==> src/rtl/gemm_tile_sequencer.sv <==
// M-tile x K-tile address/control sequencer for the weight-stationary systolic MAC array.
// Optional perf counters (stall/total cycles) are built when GEMM_SEQ_PERF_CNT_EN is defined.
module gemm_tile_sequencer #(
    parameter int MAC_ROW         = 16,
    parameter int PIPE_LAT        = 34,
    parameter int W_ADDR_BIT      = 11,
    parameter int INPUT_ADDR_BIT  = 12,
    parameter int OUTPUT_ADDR_BIT = 10,
    parameter int M_TILE_BIT      = 4,
    parameter int K_TILE_BIT      = 6,
    parameter int N_COL_BIT       = 9
) (
    input  logic                       clk,
    input  logic                       rstn,
    input  logic                       start_in,
    input  logic [M_TILE_BIT-1:0]      cfg_m_tiles_in,
    input  logic [K_TILE_BIT-1:0]      cfg_k_tiles_in,
    input  logic [N_COL_BIT-1:0]       cfg_n_cols_in,
    output logic                       w_prefetch_out,
    output logic [W_ADDR_BIT-1:0]      w_addr_out,
    output logic                       w_read_en_out,
    output logic                       input_start_out,
    output logic [INPUT_ADDR_BIT-1:0]  input_addr_out,
    output logic                       input_read_en_out,
    output logic [OUTPUT_ADDR_BIT-1:0] output_addr_out,
    output logic                       output_write_en_out,
    output logic                       output_accum_out,
    input  logic                       output_ready_in,
    output logic                       busy_out,
    output logic                       done_out,
    output logic                       cfg_err_out
`ifdef GEMM_SEQ_PERF_CNT_EN
    ,
    output logic [31:0]                perf_stall_out,
    output logic [31:0]                perf_total_out
`endif
);

    typedef enum logic [2:0] {S_IDLE, S_WLOAD, S_STREAM, S_FLUSH, S_DRAIN, S_DONE} state_t;

    state_t                    state, state_nxt;
    logic [31:0]               cnt, cnt_nxt;
    logic [M_TILE_BIT-1:0]     mt, mt_nxt, m_cfg, m_cfg_nxt;
    logic [K_TILE_BIT-1:0]     kt, kt_nxt, k_cfg, k_cfg_nxt;
    logic [N_COL_BIT-1:0]      n_cfg, n_cfg_nxt;
    logic                      cfg_zero, start_ok, last_col;

    logic                       w_prefetch_nxt, w_read_en_nxt, input_start_nxt, input_read_en_nxt;
    logic                       output_write_en_nxt, output_accum_nxt, busy_nxt, done_nxt, cfg_err_nxt;
    logic [W_ADDR_BIT-1:0]      w_addr_nxt;
    logic [INPUT_ADDR_BIT-1:0]  input_addr_nxt;
    logic [OUTPUT_ADDR_BIT-1:0] output_addr_nxt;

    assign cfg_zero = (cfg_m_tiles_in == '0) || (cfg_k_tiles_in == '0) || (cfg_n_cols_in == '0);
    assign start_ok = start_in && (state == S_IDLE) && !cfg_zero;
    assign last_col = (cnt == 32'(n_cfg) - 32'd1);

    always_comb begin
        state_nxt   = state;
        cnt_nxt     = cnt;
        mt_nxt      = mt;
        kt_nxt      = kt;
        m_cfg_nxt   = m_cfg;
        k_cfg_nxt   = k_cfg;
        n_cfg_nxt   = n_cfg;
        cfg_err_nxt = 1'b0;

        case (state)
            S_IDLE: begin
                if (start_in) begin
                    if (cfg_zero) begin
                        cfg_err_nxt = 1'b1;
                    end else begin
                        m_cfg_nxt = cfg_m_tiles_in;
                        k_cfg_nxt = cfg_k_tiles_in;
                        n_cfg_nxt = cfg_n_cols_in;
                        mt_nxt    = '0;
                        kt_nxt    = '0;
                        cnt_nxt   = '0;
                        state_nxt = S_WLOAD;
                    end
                end
            end
            S_WLOAD: begin
                if (cnt == 32'(MAC_ROW - 1)) begin
                    cnt_nxt   = '0;
                    state_nxt = S_STREAM;
                end else begin
                    cnt_nxt = cnt + 32'd1;
                end
            end
            S_STREAM: begin
                if (last_col) begin
                    cnt_nxt   = '0;
                    state_nxt = S_FLUSH;
                end else begin
                    cnt_nxt = cnt + 32'd1;
                end
            end
            S_FLUSH: begin
                if (cnt == 32'(PIPE_LAT - 1)) begin
                    cnt_nxt   = '0;
                    state_nxt = S_DRAIN;
                end else begin
                    cnt_nxt = cnt + 32'd1;
                end
            end
            S_DRAIN: begin
                // Column index only moves on an accepted write; a stall holds the address.
                if (output_write_en_out && output_ready_in) begin
                    if (last_col) begin
                        cnt_nxt   = '0;
                        state_nxt = S_WLOAD;
                        if (kt == k_cfg - K_TILE_BIT'(1)) begin
                            kt_nxt = '0;
                            if (mt == m_cfg - M_TILE_BIT'(1)) state_nxt = S_DONE;
                            else                               mt_nxt    = mt + M_TILE_BIT'(1);
                        end else begin
                            kt_nxt = kt + K_TILE_BIT'(1);
                        end
                    end else begin
                        cnt_nxt = cnt + 32'd1;
                    end
                end
            end
            S_DONE:  state_nxt = S_IDLE;
            default: state_nxt = S_IDLE;
        endcase

        // Outputs are registered, so they are decoded from the state being entered.
        w_prefetch_nxt      = 1'b0;
        w_read_en_nxt       = 1'b0;
        w_addr_nxt          = '0;
        input_start_nxt     = 1'b0;
        input_read_en_nxt   = 1'b0;
        input_addr_nxt      = '0;
        output_write_en_nxt = 1'b0;
        output_accum_nxt    = 1'b0;
        output_addr_nxt     = '0;
        done_nxt            = 1'b0;
        busy_nxt            = 1'b0;

        case (state_nxt)
            S_WLOAD: begin
                busy_nxt       = 1'b1;
                w_read_en_nxt  = 1'b1;
                w_prefetch_nxt = (cnt_nxt == '0);
                w_addr_nxt     = W_ADDR_BIT'((32'(mt_nxt) * 32'(k_cfg_nxt) + 32'(kt_nxt))
                                             * 32'(MAC_ROW) + cnt_nxt);
            end
            S_STREAM: begin
                busy_nxt          = 1'b1;
                input_read_en_nxt = 1'b1;
                input_start_nxt   = (cnt_nxt == '0);
                input_addr_nxt    = INPUT_ADDR_BIT'(32'(kt_nxt) * 32'(n_cfg_nxt) + cnt_nxt);
            end
            S_FLUSH: busy_nxt = 1'b1;
            S_DRAIN: begin
                busy_nxt            = 1'b1;
                output_write_en_nxt = 1'b1;
                output_accum_nxt    = (kt_nxt != '0);
                output_addr_nxt     = OUTPUT_ADDR_BIT'(32'(mt_nxt) * 32'(n_cfg_nxt) + cnt_nxt);
            end
            S_DONE:  done_nxt = 1'b1;
            default: ;
        endcase
    end

    always_ff @(posedge clk) begin
        if (!rstn) begin
            state               <= S_IDLE;
            cnt                 <= '0;
            mt                  <= '0;
            kt                  <= '0;
            w_prefetch_out      <= 1'b0;
            w_read_en_out       <= 1'b0;
            w_addr_out          <= '0;
            input_start_out     <= 1'b0;
            input_read_en_out   <= 1'b0;
            input_addr_out      <= '0;
            output_write_en_out <= 1'b0;
            output_accum_out    <= 1'b0;
            output_addr_out     <= '0;
            busy_out            <= 1'b0;
            done_out            <= 1'b0;
            cfg_err_out         <= 1'b0;
        end else begin
            state               <= state_nxt;
            cnt                 <= cnt_nxt;
            mt                  <= mt_nxt;
            kt                  <= kt_nxt;
            w_prefetch_out      <= w_prefetch_nxt;
            w_read_en_out       <= w_read_en_nxt;
            w_addr_out          <= w_addr_nxt;
            input_start_out     <= input_start_nxt;
            input_read_en_out   <= input_read_en_nxt;
            input_addr_out      <= input_addr_nxt;
            output_write_en_out <= output_write_en_nxt;
            output_accum_out    <= output_accum_nxt;
            output_addr_out     <= output_addr_nxt;
            busy_out            <= busy_nxt;
            done_out            <= done_nxt;
            cfg_err_out         <= cfg_err_nxt;
        end
    end

    always_ff @(posedge clk) begin
        m_cfg <= m_cfg_nxt;
        k_cfg <= k_cfg_nxt;
        n_cfg <= n_cfg_nxt;
    end

`ifdef GEMM_SEQ_PERF_CNT_EN
    function automatic logic [31:0] sat_inc(input logic [31:0] v);
        return (v == 32'hFFFF_FFFF) ? v : v + 32'd1;
    endfunction

    always_ff @(posedge clk) begin
        if (!rstn) begin
            perf_stall_out <= '0;
            perf_total_out <= '0;
        end else if (start_ok) begin
            perf_stall_out <= '0;
            perf_total_out <= '0;
        end else begin
            if (busy_out)                                  perf_total_out <= sat_inc(perf_total_out);
            if (output_write_en_out && !output_ready_in)   perf_stall_out <= sat_inc(perf_stall_out);
        end
    end
`endif

endmodule

==> config.mk <==
export PLATFORM = sky130hd
export DESIGN_NAME = gemm_tile_sequencer
export DESIGN_NICKNAME = d
export VERILOG_FILES = /design/src/rtl/gemm_tile_sequencer.sv
export SDC_FILE = /design/constraint.sdc
export NUM_CORES = 1
export LEC_CHECK = 0
export BUFFER_PORTS_ARGS = -buffer_cell sky130_fd_sc_hd__buf_2
export CORE_MARGIN = 2
export CORE_UTILIZATION = 30
export DETAILED_ROUTE_END_ITERATION = 12
export PLACE_DENSITY_LB_ADDON = 0.15
export SLEW_MARGIN = 20
export SYNTH_ARGS = -nofsm -noshare
export SYNTH_HDL_FRONTEND = slang
export SYNTH_SLANG_ARGS = --single-unit
==> constraint.sdc <==
create_clock -name clk -period 10.2 [get_ports clk]
set_input_delay 0.51 -clock clk [delete_from_list [all_inputs] [get_ports clk]]
set_output_delay 0.51 -clock clk [all_outputs]
set_load 0.01 [all_outputs]
* Word-level counts from Yosys, hierarchy flattened
Index checks and enable logic that the tools add are counted.
Operators by class: shift-type cells 0, equal/unequal tests 14, reductions and logical operators 15, muxes and demuxes 42, bitwise operators 1, $lt $le $gt $ge 0, divide/modulo/power cells 0, add/sub/neg operators 10, multipliers 3
Operator list (number):
- 32-bit two-way mux | 6
- 32-bit case mux with 5 select lines | 1
- 6-bit two-way mux | 8
- 32-bit by 1-bit adder with 32-bit output (second input constant) | 1
- 32-bit == test | 1
- 32-bit by 4-bit == test with 1-bit output (second input constant) | 1
- 32-bit by 6-bit == test with 1-bit output (second input constant) | 1
- 32-bit zero test | 1
- 3-bit two-way mux | 9
- 9-bit two-way mux | 3
- 4-bit two-way mux | 6
- 3-bit case mux with 5 select lines | 1
- 12-bit adder | 1
- 3-bit by 2-bit == test with 1-bit output (second input constant) | 4
- 6-bit by 9-bit multiplier with 12-bit output | 1
- 6-bit case mux with 2 select lines | 1
- 11-bit adder | 1
- 10-bit adder | 1
- 4-bit by 9-bit multiplier with 10-bit output | 1
- 9-bit by 1-bit subtractor with 10-bit output (second input constant) | 1
- 3-bit == test (second input constant) | 3
- 9-bit zero test | 1
- 4-bit case mux with 2 select lines | 1
- 7-bit by 6-bit adder with 7-bit output | 1
- other kinds (19) | 29
Word-level totals: logic and storage cells 104, latch bits 0, input port bits 23, memories kept 0, bits in writable memories 0, bits in read-only memories 0, output and inout bits 42, register bits 106

* Longest topological paths before layout
Gate-level depths: netlist of run 1.
depth after elaboration 10, depth in mapped cells 30, gate-level depth less buffers 30

* Worst setup path after synthesis of run 1
Ideal clock, no wire load.
kind register -> register, from reg n_cfg[3], to reg input_addr_out[11], path buffers 2, period minus slack after synthesis 7.152 ns, required time 10.135 ns, stages on the path, launching flop included 30, slack 3.048 ns, arrival 7.087 ns, setup time 0.065 ns, path through dfxtp_1 buf_6 or4_1 buf_2 nor4_4 and4_1 a2bb2oi_2 o2111ai_1 or4_1 nand2_1 nand2_1 inv_1 nand2_1 fa_1 fa_1 inv_1 fa_1 inv_1 fa_1 inv_1 ha_1 o21ai_0 nor2_1 or4_1 a31o_2 a21oi_1 xnor2_1 xnor2_1 xnor3_1 nor2_1
Between the ends: word-level cells in the longest chain between the ends 7, elaborated cells between the ends (all ways) 19, those cells by class add/sub (2); mul (1); eq/ne (2); mux (13); reduce/logical (1)
RTL lines:
- start, declared | line 45 | logic [N_COL_BIT-1:0] n_cfg, n_cfg_nxt;
- start signal, assigned | line 210 | n_cfg <= n_cfg_nxt;
- 9-bit by 1-bit subtractor with 10-bit output | line 56 | assign last_col = (cnt == 32'(n_cfg) - 32'd1);
- 32-bit == test | line 56
- 6-bit two-way mux | line 111 | if (last_col) begin
- 6-bit two-way mux | line 110 | if (output_write_en_out && output_ready_in) begin
- 6-bit case mux with 2 select lines | line 68 | case (state)
- via kt_nxt[5] | line 44 | logic [K_TILE_BIT-1:0] kt, kt_nxt, k_cfg, k_cfg_nxt;
- 6-bit by 9-bit multiplier with 12-bit output | line 155 | input_addr_nxt = INPUT_ADDR_BIT'(32'(kt_nxt) * 32'(n_cfg_nxt) + cnt_nxt);
- 12-bit adder | line 155
- end signal, assigned | line 197 | input_addr_out <= input_addr_nxt;
- end, declared | line 23 | output logic [INPUT_ADDR_BIT-1:0] input_addr_out,
The timed path passes the listed nets, and every way through them passes these cells. A chain may end at the register's enable or synchronous reset.

* Final worst setup path of run 1
from reg n_cfg[2], to reg input_addr_out[11]
Same word-level chain as after synthesis.

==> results.py, run 1 <==
metrics = {
    "synth": {
        "yosysTopAreaCell": "dfxtp_1",
        "avgSynthCellArea_um2": 8.10,
        "ys_top_cells_by_area": "dfxtp_1 (22%), fa_1 (14%), ha_1 (7.5%)",
        "ys_top_cells_by_count": "nor2_1 (148), inv_1 (123), nand2_1 (106), dfxtp_1 (102), fa_1 (67)",
        "netlist_area_um2": 9290,
        "synth_cell_types": 84,
        "synth.most_common_cell": "nor2_1",
        "yosys_most_used_dff": "dfxtp_1",
        "netlist.area_leader.share_pct": 22.0,
        "yosys_warnings": 0,
        "synth-seq-area-share_pct": 23.3,
        "synth_edf_count": 4,
        "synth_cells": 1146,
        "async_flop_share_pct": 0,
        "ys_ff_latch": 106,
        "syn-num-nets": 1292,
    },
    "clock_tree": {
        "cts_buffer_depth": 2,
        "cts_root_buf": "clkbuf_16",
        "cts_tree": "built",
        "cts_sinks": 106,
        "clk_pin_slew_ps": 80,
        "htree_levels": 3,
        "cts_hold_buf": 0,
        "cts_buffers": 9,
        "clock_latency_ps": 370,
        "cts_setup_buffers": 0,
        "cts.repair.resized": 0,
    },
    "pwr": {
        "ir_drop_uv": 76.5,
        "powerDensity_nw_per_um2": 100,
        "p_leak_nw": 4.68,
    },
    "global_route": {
        "busiest_layer": "met2",
        "use_met3_pct": 3.53,
        "grt_first_pass_wirelength_um": 46600,
        "grt_max_degree": 28,
        "grt_pass1_vias": 8331,
        "grt_util_met2_pct": 30.4,
        "grt_use_met1_pct": 23.4,
        "antenna_found_initial": 0,
        "grt_util_all_layers_pct": 18.4,
        "overflow": 0,
    },
    "detailed_routing": {
        "route.detailed.drc": 0,
        "firstDrtPassIters": 5,
        "drtAntennaViolNets": 0,
        "via_per_inst": 5.19,
        "totalWireLength_um": 29100,
        "initialDrtViolationCount": 412,
        "vias": 8261,
        "post_drt_wl_per_cell_um": 18.3,
    },
    "critical_path": {
        "crit_start": "n_cfg[2]",
        "start_kind": "register",
        "crit_arrival_ps": 8220,
        "rr_endpoint": "input_addr_out[11]",
        "critical_path_class": "register to register",
        "r2r-start": "n_cfg[2]",
        "required_ps": 10520,
        "endpoint": "input_addr_out[11]",
        "cp-end-kind": "register",
        "worst-r2r-setup-slack_ps": 2300,
        "crit_path_max_fanout": 8,
        "reg2reg_depth": 27,
    },
    "floorplan": {
        "dieArea_um2": 32400,
        "io_pins": 65,
        "initial_core_util_pct": 30.4,
        "chipHeight_um": 180,
        "core_area_um2": 30500,
        "rows": 64,
        "die_x_um": 180,
    },
    "run_status": {
        "outcome": "completed",
    },
    "place": {
        "gp_congestion": 0.877,
        "hpwl_um": 23100,
        "port_buffers": 64,
        "placed_cell_area_um2": 10000,
    },
    "sta": {
        "final_max_slew_viol_count": 0,
        "holdWs_ps": 328,
        "min_period_ps": 7900,
        "rsz0062_at_grt": "false",
        "setup_tns_ps": 0,
        "tightest_slew_ps": 980,
        "slew_headroom_pct": 34.5,
        "fmax_ghz": 0.127,
        "fin_crit_sh_pct": 77.5,
        "setup_viol": 0,
        "hold_viol": 0,
        "finClkSkew_ps": 10.5,
    },
    "cells_and_area": {
        "multiInputGateArea_um2": 6480,
        "post-route-cell-area_um2": 10400,
        "nFillCells": 3278,
        "final_layout_size_suffix_gt1_share_pct": 9.95,
        "syn2layout_area_growth_pct": 11.5,
        "nets": 1337,
        "ff_latch_area_um2": 2160,
        "num_antenna_cells": 0,
    },
    "min_path": {
        "hold_depth": 1,
        "hp-class": "input port to register",
    },
    "job": {
        "drv_cap": 0,
    },
}
-- final cells by class --
| type | count | area share [%] |
|---|---|---|
| Multi-Input combinational cell | 874 | 62.6 |
| Sequential cell | 106 | 20.9 |
| Tap cell | 396 | 4.78 |
| Inverter | 124 | 4.49 |
| Timing Repair Buffer | 76 | 3.96 |
| Clock buffer | 9 | 2.17 |
| Clock inverter | 7 | 1.11 |
-- registers in the layout, indices dropped and copies added (netlist names) --
| name | cells |
|---|---|
| output_write_en_out | 1 |
| state | 3 |
| input_start_out | 1 |
| w_addr_out | 11 |
| w_read_en_out | 1 |
| kt | 6 |
| input_addr_out | 12 |
| output_accum_out | 1 |
| cfg_err_out | 1 |
| n_cfg | 9 |
| mt | 4 |
| busy_out | 1 |
| k_cfg | 6 |
| input_read_en_out | 1 |
| cnt | 32 |
| w_prefetch_out | 1 |
| output_addr_out | 10 |
| m_cfg | 4 |
| done_out | 1 |
-- report_power, final --
group,leakage [nW],internal (mW),total (mW),switching (mW)
clock network,0.163,0.240,0.419,0.179
registers,0.866,0.430,0.449,0.0191
logic,3.65,0.0544,0.168,0.114
-- logic make-up after synthesis --
group           share of synthesized area, %
compound gates                          14.9
xor+xnor                                6.30
fa+ha+maj                               22.0
buf+inv                                 6.92
flops                                   23.3
mux                                     1.54
simple gates                            25.1
-- cells in the final DEF (no fill, tap or decap), drive strengths merged, types with 14 or more instances in the layout --
| cell type | synthesis | final |
|---|---|---|
| a21o | 19 | 19 |
| a21oi | 58 | 58 |
| and2 | 27 | 27 |
| and3 | 26 | 26 |
| buf | 10 | 76 |
| dfxtp | 102 | 102 |
| fa | 67 | 67 |
| ha | 56 | 56 |
| inv | 124 | 125 |
| nand2 | 106 | 106 |
| nand2b | 15 | 15 |
| nand3 | 37 | 37 |
| nand4 | 14 | 14 |
| nor2 | 149 | 149 |
| nor3 | 32 | 32 |
| nor4 | 20 | 20 |
| o21ai | 36 | 36 |
| or3 | 14 | 14 |
| xnor2 | 41 | 41 |
| xor2 | 18 | 18 |
-- worst max-delay path, stage by stage, from the launching register on --
cell and delay (ps):
dfxtp_1 380, nor3_1 600, mux2i_1 250, nand4b_1 140, a311oi_1 560, o2111ai_1 370
or4_1 610, nand2_1 80, nand2_1 200, inv_1 210, nand2_1 100, fa_1 520
fa_1 550, inv_1 60, fa_1 520, inv_1 50, fa_1 500, inv_1 40
ha_1 320, o21ai_0 170, nor2_1 80, or4_1 470, a31o_2 260, a21oi_1 180
xnor2_1 150, xnor2_1 150, xnor3_1 230, nor2_1 80
-- metrics by stage --
step	util (%)	power [mW]	setup WS [ps]	instances
floorplan	-	0.572	3050	1146
global placement	32.8	0.626	2300	1576
detailed placement	32.8	0.627	2220	1576
CTS	33.9	1.05	2260	1592
global route	33.9	1.09	1710	1592
finish	33.9	1.04	2300	1592
-- layer usage --
layer  routed length (um)  up-vias
met2                14000      183
met5                    0        -
met3                 1240       52
met4                 1120        0
li1                     -     4011
met1                12800     4015
-- worst min path at each step --
stage                       from       end  slack, ps
2_1_floorplan           k_cfg[5]  k_cfg[5]        470
3_3_place_gp            k_cfg[5]  k_cfg[5]        520
3_5_place_dp            k_cfg[5]  k_cfg[5]        520
4_1_cts        cfg_m_tiles_in[3]  m_cfg[3]        300
5_1_grt        cfg_m_tiles_in[3]  m_cfg[3]        300
6_report       cfg_m_tiles_in[3]  m_cfg[3]        330
No activity file was read; power rests on OpenSTA's default activity.
==> run 2: changes to the inputs <==
--- a/config.mk
+++ b/config.mk
@@ -5,6 +5,7 @@
 export SDC_FILE = /design/constraint.sdc
 export NUM_CORES = 1
 export LEC_CHECK = 0
+export ABC_AREA = 1
 export BUFFER_PORTS_ARGS = -buffer_cell sky130_fd_sc_hd__buf_2
 export CORE_MARGIN = 2
 export CORE_UTILIZATION = 30
==> constraint.sdc (replaced) <==
create_clock -name clk -period 7.3 [get_ports clk]
set_input_delay 0.365 -clock clk [delete_from_list [all_inputs] [get_ports clk]]
set_output_delay 0.365 -clock clk [all_outputs]
set_load 0.01 [all_outputs]
==> run 2 against run 1 <==
Effect of this change: critical path depth grew 12; final cell count grew 17%; non-clock buffer count grew 4; global-route usage is essentially flat; clock-buffer cell count grew 1; synthesized area grew 2.3%; total power grew 32%; core utilization shrank 0.14 points; routed wire length grew 0.40%.
==> results.py, run 2 <==
metrics = {
    "run_status": {
        "outcome": "completed",
    },
    "cells_and_area": {
        "reg_top3": "cnt: 32 flops, input_addr_out: 12 flops, w_addr_out: 11 flops",
        "syn2layout_area_growth_pct": 11.7,
        "mostFrequentLayoutCells": "nand2_1 (309), inv_1 (241), nor2_1 (236)",
        "num_antenna_cells": 0,
        "post-route-cell-area_um2": 10600,
        "final_layout_size_suffix_gt1_share_pct": 11.1,
        "largest_reg_flops": 32,
        "nets": 1601,
        "finalNonFillerCells": 1862,
        "largest_register": "cnt",
        "mostFrequentLayoutCell": "nand2_1",
    },
    "sta": {
        "fmax_ghz": 0.152,
        "hold_viol": 0,
        "min_period_ps": 6560,
        "final_max_slew_viol_count": 0,
        "rsz0062_at_grt": "false",
        "slew_headroom_pct": 36.2,
        "setup_tns_ps": 0,
        "holdWs_ps": 176,
        "tightest_slew_ps": 950,
        "setup_viol": 0,
        "fin_crit_sh_pct": 89.9,
        "finClkSkew_ps": 13.5,
    },
    "pwr": {
        "powerDensity_nw_per_um2": 129,
        "p_leak_nw": 5.37,
        "ir_drop_uv": 114,
    },
    "global_route": {
        "grt_max_degree": 46,
        "overflow": 0,
        "grt_util_all_layers_pct": 18.4,
        "grt_pass1_vias": 8557,
        "antenna_found_initial": 1,
        "grt_first_pass_wirelength_um": 47100,
    },
    "floorplan": {
        "initial_core_util_pct": 30.3,
        "io_pins": 65,
        "rows": 65,
        "die_x_um": 182,
        "dieArea_um2": 33100,
        "chipHeight_um": 182,
        "core_area_um2": 31400,
    },
    "clock_tree": {
        "cts_buffer_depth": 2,
        "cts_buffers": 9,
        "cts_tree": "built",
        "clk_pin_slew_ps": 90,
        "htree_levels": 3,
        "clock_latency_ps": 370,
        "cts_sinks": 106,
        "cts_root_buf": "clkbuf_16",
        "cts_hold_buf": 0,
    },
    "synth": {
        "yosys_most_used_dff": "dfxtp_1",
        "synth_edf_count": 4,
        "synth.most_common_cell": "nand2_1",
        "syn-num-nets": 1535,
        "avgSynthCellArea_um2": 6.84,
        "netlist.area_leader.share_pct": 21.5,
        "netlist_area_um2": 9500,
        "synth-seq-area-share_pct": 22.7,
        "ys_ff_latch": 106,
        "ys_top_cells_by_count": "nand2_1 (310), inv_1 (241), nor2_1 (236), dfxtp_1 (102), nand3_1 (70)",
        "synth_cell_types": 53,
        "yosys_warnings": 0,
        "synth_cells": 1389,
        "yosysTopAreaCell": "dfxtp_1",
        "ys_top_cells_by_area": "dfxtp_1 (21%), fa_1 (14%), nand2_1 (12%)",
        "async_flop_share_pct": 0,
    },
    "place": {
        "placed_cells": 1841,
        "gp_congestion": 0.885,
        "port_buffers": 64,
        "placed_cell_area_um2": 10300,
        "hpwl_um": 24000,
    },
    "detailed_routing": {
        "vias": 8615,
        "drtAntennaViolNets": 0,
        "post_drt_wl_per_cell_um": 15.7,
        "firstDrtPassIters": 5,
        "route.detailed.drc": 0,
        "totalWireLength_um": 29300,
        "initialDrtViolationCount": 539,
        "via_per_inst": 4.63,
    },
    "min_path": {
        "hp-class": "input port to register",
    },
    "critical_path": {
        "cp_common_cell": "nand2_1",
        "cp_slowest_stage_delay_ps": 560,
        "cp-end-kind": "register",
        "cpMaxStageDelayCell": "fa_1",
        "required_ps": 7570,
        "crit_path_max_fanout": 10,
        "critical_path_class": "register to register",
        "crit_arrival_ps": 6830,
        "start_kind": "register",
    },
    "job": {
        "drv_cap": 0,
    },
}
==> run 2: cell count changes in the layout (fill, tap and decap cells not counted), sizes merged, moves of 25 or more <==
| cell | delta |
|---|---|
| and3 | -25 |
| xnor2 | -30 |
| nor2 | +105 |
| nand2 | +217 |
| inv | +130 |
| nand3 | +37 |
==> run 2: power by group <==
part | total [mW] | leakage (nW) | internal (mW) | switching (mW)
Sequential | 0.619 | 0.866 | 0.601 | 0.0184
Combinational | 0.219 | 4.36 | 0.0607 | 0.159
Clock | 0.531 | 0.145 | 0.272 | 0.258
==> run 2: worst max-delay path, delay by kind of cell (launching register included) <==
family,cells,cell delay [ps]
AOI/OAI and AO/OA,3,470
DFF,1,320
buffers and inverters,7,680
adders and majority gates,6,2530
and+or+nand+nor,23,2450
==> run 2: area by class of cell <==
type | count | area [um2]
timing repair buffer | 80 | 440
tap | 402 | 503
clock buffer | 10 | 229
fill | 3458 | 20800
inverter | 256 | 961
sequential | 106 | 2160
clock inverter | 6 | 75.1
multi-input combinational | 1002 | 6240
==> run 2: cell families (layout without fill, tap and decap cells) <==
group | after synthesis | count (layout) | share of synthesized area, %
and+or+nand+nor | 725 | 725 | 33.0
buffers and inverters | 281 | 352 | 11.6
adders and majority gates | 123 | 123 | 21.5
AOI/OAI and AO/OA | 114 | 114 | 7.35
DFF | 106 | 106 | 22.7
xor gates and xnor gates | 40 | 40 | 3.83
==> run 2: final timing paths <==
path,from,end,slack (ps),depth (start not counted)
worst max-delay path,n_cfg[0],input_addr_out[11],740,39
worst min-delay path,cfg_m_tiles_in[3],m_cfg[3],180,1
worst max register to register,n_cfg[0],input_addr_out[11],740,39
worst min register to register,cnt[19],cnt[19],620,3
==> run 2: routing by layer <==
layer | vias to the layer above | track usage, % | wire (um)
li1 | 4423 | - | -
met5 | - | 0 | 0
met1 | 3977 | 25.0 | 13800
met3 | 25 | 2.51 | 1210
met2 | 190 | 30.9 | 13800
met4 | 0 | 4.42 | 479
==> run 2: timing repair <==
item / CTS / global route
buffers inserted: 0 / 5
endpoints found under the setup margin: 0 / 2
resized for setup: 0 / 3
==> run 2: per-stage QoR <==
step / util (%) / total power, mW / setup WS, ps
2_1_floorplan: - / 0.771 / 1340
3_3_place_gp: 32.7 / 0.854 / 655
3_5_place_dp: 32.7 / 0.852 / 512
4_1_cts: 33.7 / 1.39 / 472
5_1_grt: 33.8 / 1.44 / 47.5
6_report: 33.8 / 1.37 / 741
==> run 3: changes to the inputs <==
--- a/config.mk
+++ b/config.mk
@@ -5,10 +5,10 @@
 export SDC_FILE = /design/constraint.sdc
 export NUM_CORES = 1
 export LEC_CHECK = 0
-export ABC_AREA = 1
 export BUFFER_PORTS_ARGS = -buffer_cell sky130_fd_sc_hd__buf_2
 export CORE_MARGIN = 2
 export CORE_UTILIZATION = 30
+export CTS_CLUSTER_SIZE = 12
 export DETAILED_ROUTE_END_ITERATION = 12
 export PLACE_DENSITY_LB_ADDON = 0.15
 export SLEW_MARGIN = 20
==> run 3 against run 2 <==
Effect of this change: sequential power about the same; hold slack got worse by 3.0 ps; critical endpoint unchanged; sequential cell count unchanged.
==> results.py, run 3 (synthesis gave the netlist of run 1 again) <==
metrics = {
    "floorplan": {
        "rows": 64,
        "dieArea_um2": 32400,
        "initial_core_util_pct": 30.4,
        "die_x_um": 180,
        "io_pins": 65,
        "core_area_um2": 30500,
        "chipHeight_um": 180,
    },
    "detailed_routing": {
        "via_per_inst": 5.08,
        "post_drt_wl_per_cell_um": 18.5,
        "route.detailed.drc": 0,
        "initialDrtViolationCount": 519,
        "vias": 8468,
        "drtAntennaViolNets": 0,
        "firstDrtPassIters": 5,
        "totalWireLength_um": 30800,
    },
    "critical_path": {
        "cp_common_cell": "fa_1",
        "reg2reg_depth": 27,
        "start_kind": "register",
        "worst-r2r-setup-slack_ps": 300,
        "cp_slowest_stage_delay_ps": 530,
        "path_buf_inv": 5,
        "r2r-start": "n_cfg[6]",
        "critical_path_class": "register to register",
        "cpMaxStageDelayCell": "or4_4",
        "rr_endpoint": "input_addr_out[11]",
        "crit_cells": 27,
        "crit_arrival_ps": 7320,
        "crit_path_max_fanout": 4,
        "path_delay_family": "adder cells",
        "required_ps": 7620,
        "cp-end-kind": "register",
    },
    "place": {
        "gp_congestion": 0.886,
        "pre_cts_ws_ps": 106,
        "placed_cells": 1642,
        "hpwl_um": 24500,
        "port_buffers": 64,
    },
    "sta": {
        "tightest_slew_ps": 984,
        "slew_headroom_pct": 34.2,
        "setup_viol": 0,
        "fin_crit_sh_pct": 95.9,
        "final_max_slew_viol_count": 0,
        "hold_viol": 0,
        "min_period_ps": 7000,
        "finClkSkew_ps": 12.4,
        "final.setup.worst_slack_ps": 301,
        "fmax_ghz": 0.143,
        "setup_tns_ps": 0,
    },
    "cells_and_area": {
        "final_layout_size_suffix_gt1_share_pct": 17.6,
        "largest_register": "cnt",
        "syn2layout_area_growth_pct": 19.6,
        "largest_reg_flops": 32,
        "nets": 1411,
        "mostFrequentLayoutCells": "nor2_1 (145), inv_1 (122), nand2_1 (106)",
        "mostFrequentLayoutCell": "nor2_1",
        "reg_top3": "cnt: 32 flops, input_addr_out: 12 flops, w_addr_out: 11 flops",
        "finalNonFillerCells": 1666,
        "num_antenna_cells": 0,
    },
    "global_route": {
        "overflow": 0,
        "grt_pass1_vias": 8469,
        "grt_first_pass_wirelength_um": 48400,
        "antenna_found_initial": 0,
        "grt_util_all_layers_pct": 19.1,
        "grt_max_degree": 23,
    },
    "clock_tree": {
        "cts_sinks": 106,
        "cts_root_buf": "clkbuf_16",
        "cts_hold_buf": 0,
        "clk_pin_slew_ps": 80,
        "cts_buffer_depth": 2,
        "cts_buffers": 9,
        "clock_latency_ps": 380,
        "cts_tree": "built",
        "htree_levels": 3,
    },
    "min_path": {
        "hold_depth": 1,
        "holdPathEnd": "m_cfg[0]",
        "hold_start": "cfg_m_tiles_in[0]",
        "hp-class": "input port to register",
    },
    "pwr": {
        "swShare_pct": 33.2,
        "clockPowerShare_pct": 34.7,
        "pwr-share-comb_pct": 21.9,
        "powerDensity_nw_per_um2": 128,
        "p_leak_nw": 5.04,
        "seqPwrFrac_pct": 43.4,
        "ir_drop_uv": 118,
        "intPower_mw": 0.953,
        "p_sw_mw": 0.473,
    },
    "run_status": {
        "outcome": "completed",
    },
    "job": {
        "drv_cap": 0,
    },
}
==> run 3: cell count changes in the layout (fill, tap and decap cells not counted), moves of 16 or more <==
cell     before  now
a21o_1        0   18
a21oi_1      32   52
and2_1        3   27
and3_1        1   26
buf_4        16   83
inv_1       241  122
nand2_1     309  106
nand3_1      70   35
nor2_1      236  145
o21ai_1      18    2
xnor2_1      11   41
==> run 3: metal layers <==
metal	track usage, %	part of all wire, %
met5	0	0
met3	2.80	3.5
met4	6.05	2.6
met1	24.7	44
met2	32.9	50
==> run 3: power groups by stage <==
stage                     clock, mW  combinational (mW)  sequential [mW]
final                         0.494               0.312            0.619
after global routing          0.534               0.341            0.622
after CTS                     0.518               0.295            0.619
after detailed placement          0               0.293            0.633
after global placement            0               0.294            0.632
after floorplan                   0               0.170            0.629
==> run 3: what timing repair did <==
item | CTS | global route
setup endpoints to repair | 0 | 3
setup buffers | 0 | 7
hold endpoints to repair | 0 | 0
gates resized for setup | 0 | 48
==> run 3: per-stage QoR <==
step | instance area [um2] | power, mW | hold WS [ps] | util, %
floorplan | 9290 | 0.799 | 464 | -
global placement | 10500 | 0.926 | 521 | 34.5
detailed placement | 10500 | 0.926 | 515 | 34.5
CTS | 10800 | 1.43 | 153 | 35.4
global route | 11100 | 1.50 | 159 | 36.4
finish | 11100 | 1.43 | 173 | 36.4
==> run 3: worst register-to-register path, stage by stage, from the launching register on <==
cell and delay [ps]:
dfxtp_2 340, or4_4 530, nor4_4 380, and4_4 310
a2bb2oi_2 190, o2111ai_2 200, buf_6 180, o311a_4 360
a31oi_4 230, nor2_4 50, fa_1 480, inv_1 60
fa_1 520, inv_2 50, fa_1 530, inv_1 60
fa_1 510, inv_1 70, ha_4 250, o21ai_2 120
nor2_2 60, or4_4 500, a31o_4 240, a21oi_2 130
xnor2_1 140, xnor2_1 140, xnor3_1 220, nor2_1 100
==> run 3: worst max path at each step <==
stage | slack (ps) | end | start
5_1_grt | -60 | input_addr_out[11] | n_cfg[3]
3_3_place_gp | 50 | input_addr_out[11] | n_cfg[0]
3_5_place_dp | 110 | input_addr_out[11] | n_cfg[0]
2_1_floorplan | 150 | input_addr_out[11] | n_cfg[3]
6_report | 300 | input_addr_out[11] | n_cfg[6]
4_1_cts | 40 | input_addr_out[11] | n_cfg[0]
==> run 3: cell type report <==
cell class | count | area [um2]
Fill cell | 3230 | 19400
Clock inverter | 6 | 48.8
Inverter | 124 | 465
Sequential cell | 106 | 2160
Tap cell | 396 | 495
Timing Repair Buffer | 150 | 971
Clock buffer | 10 | 229
Multi-Input combinational cell | 874 | 6740
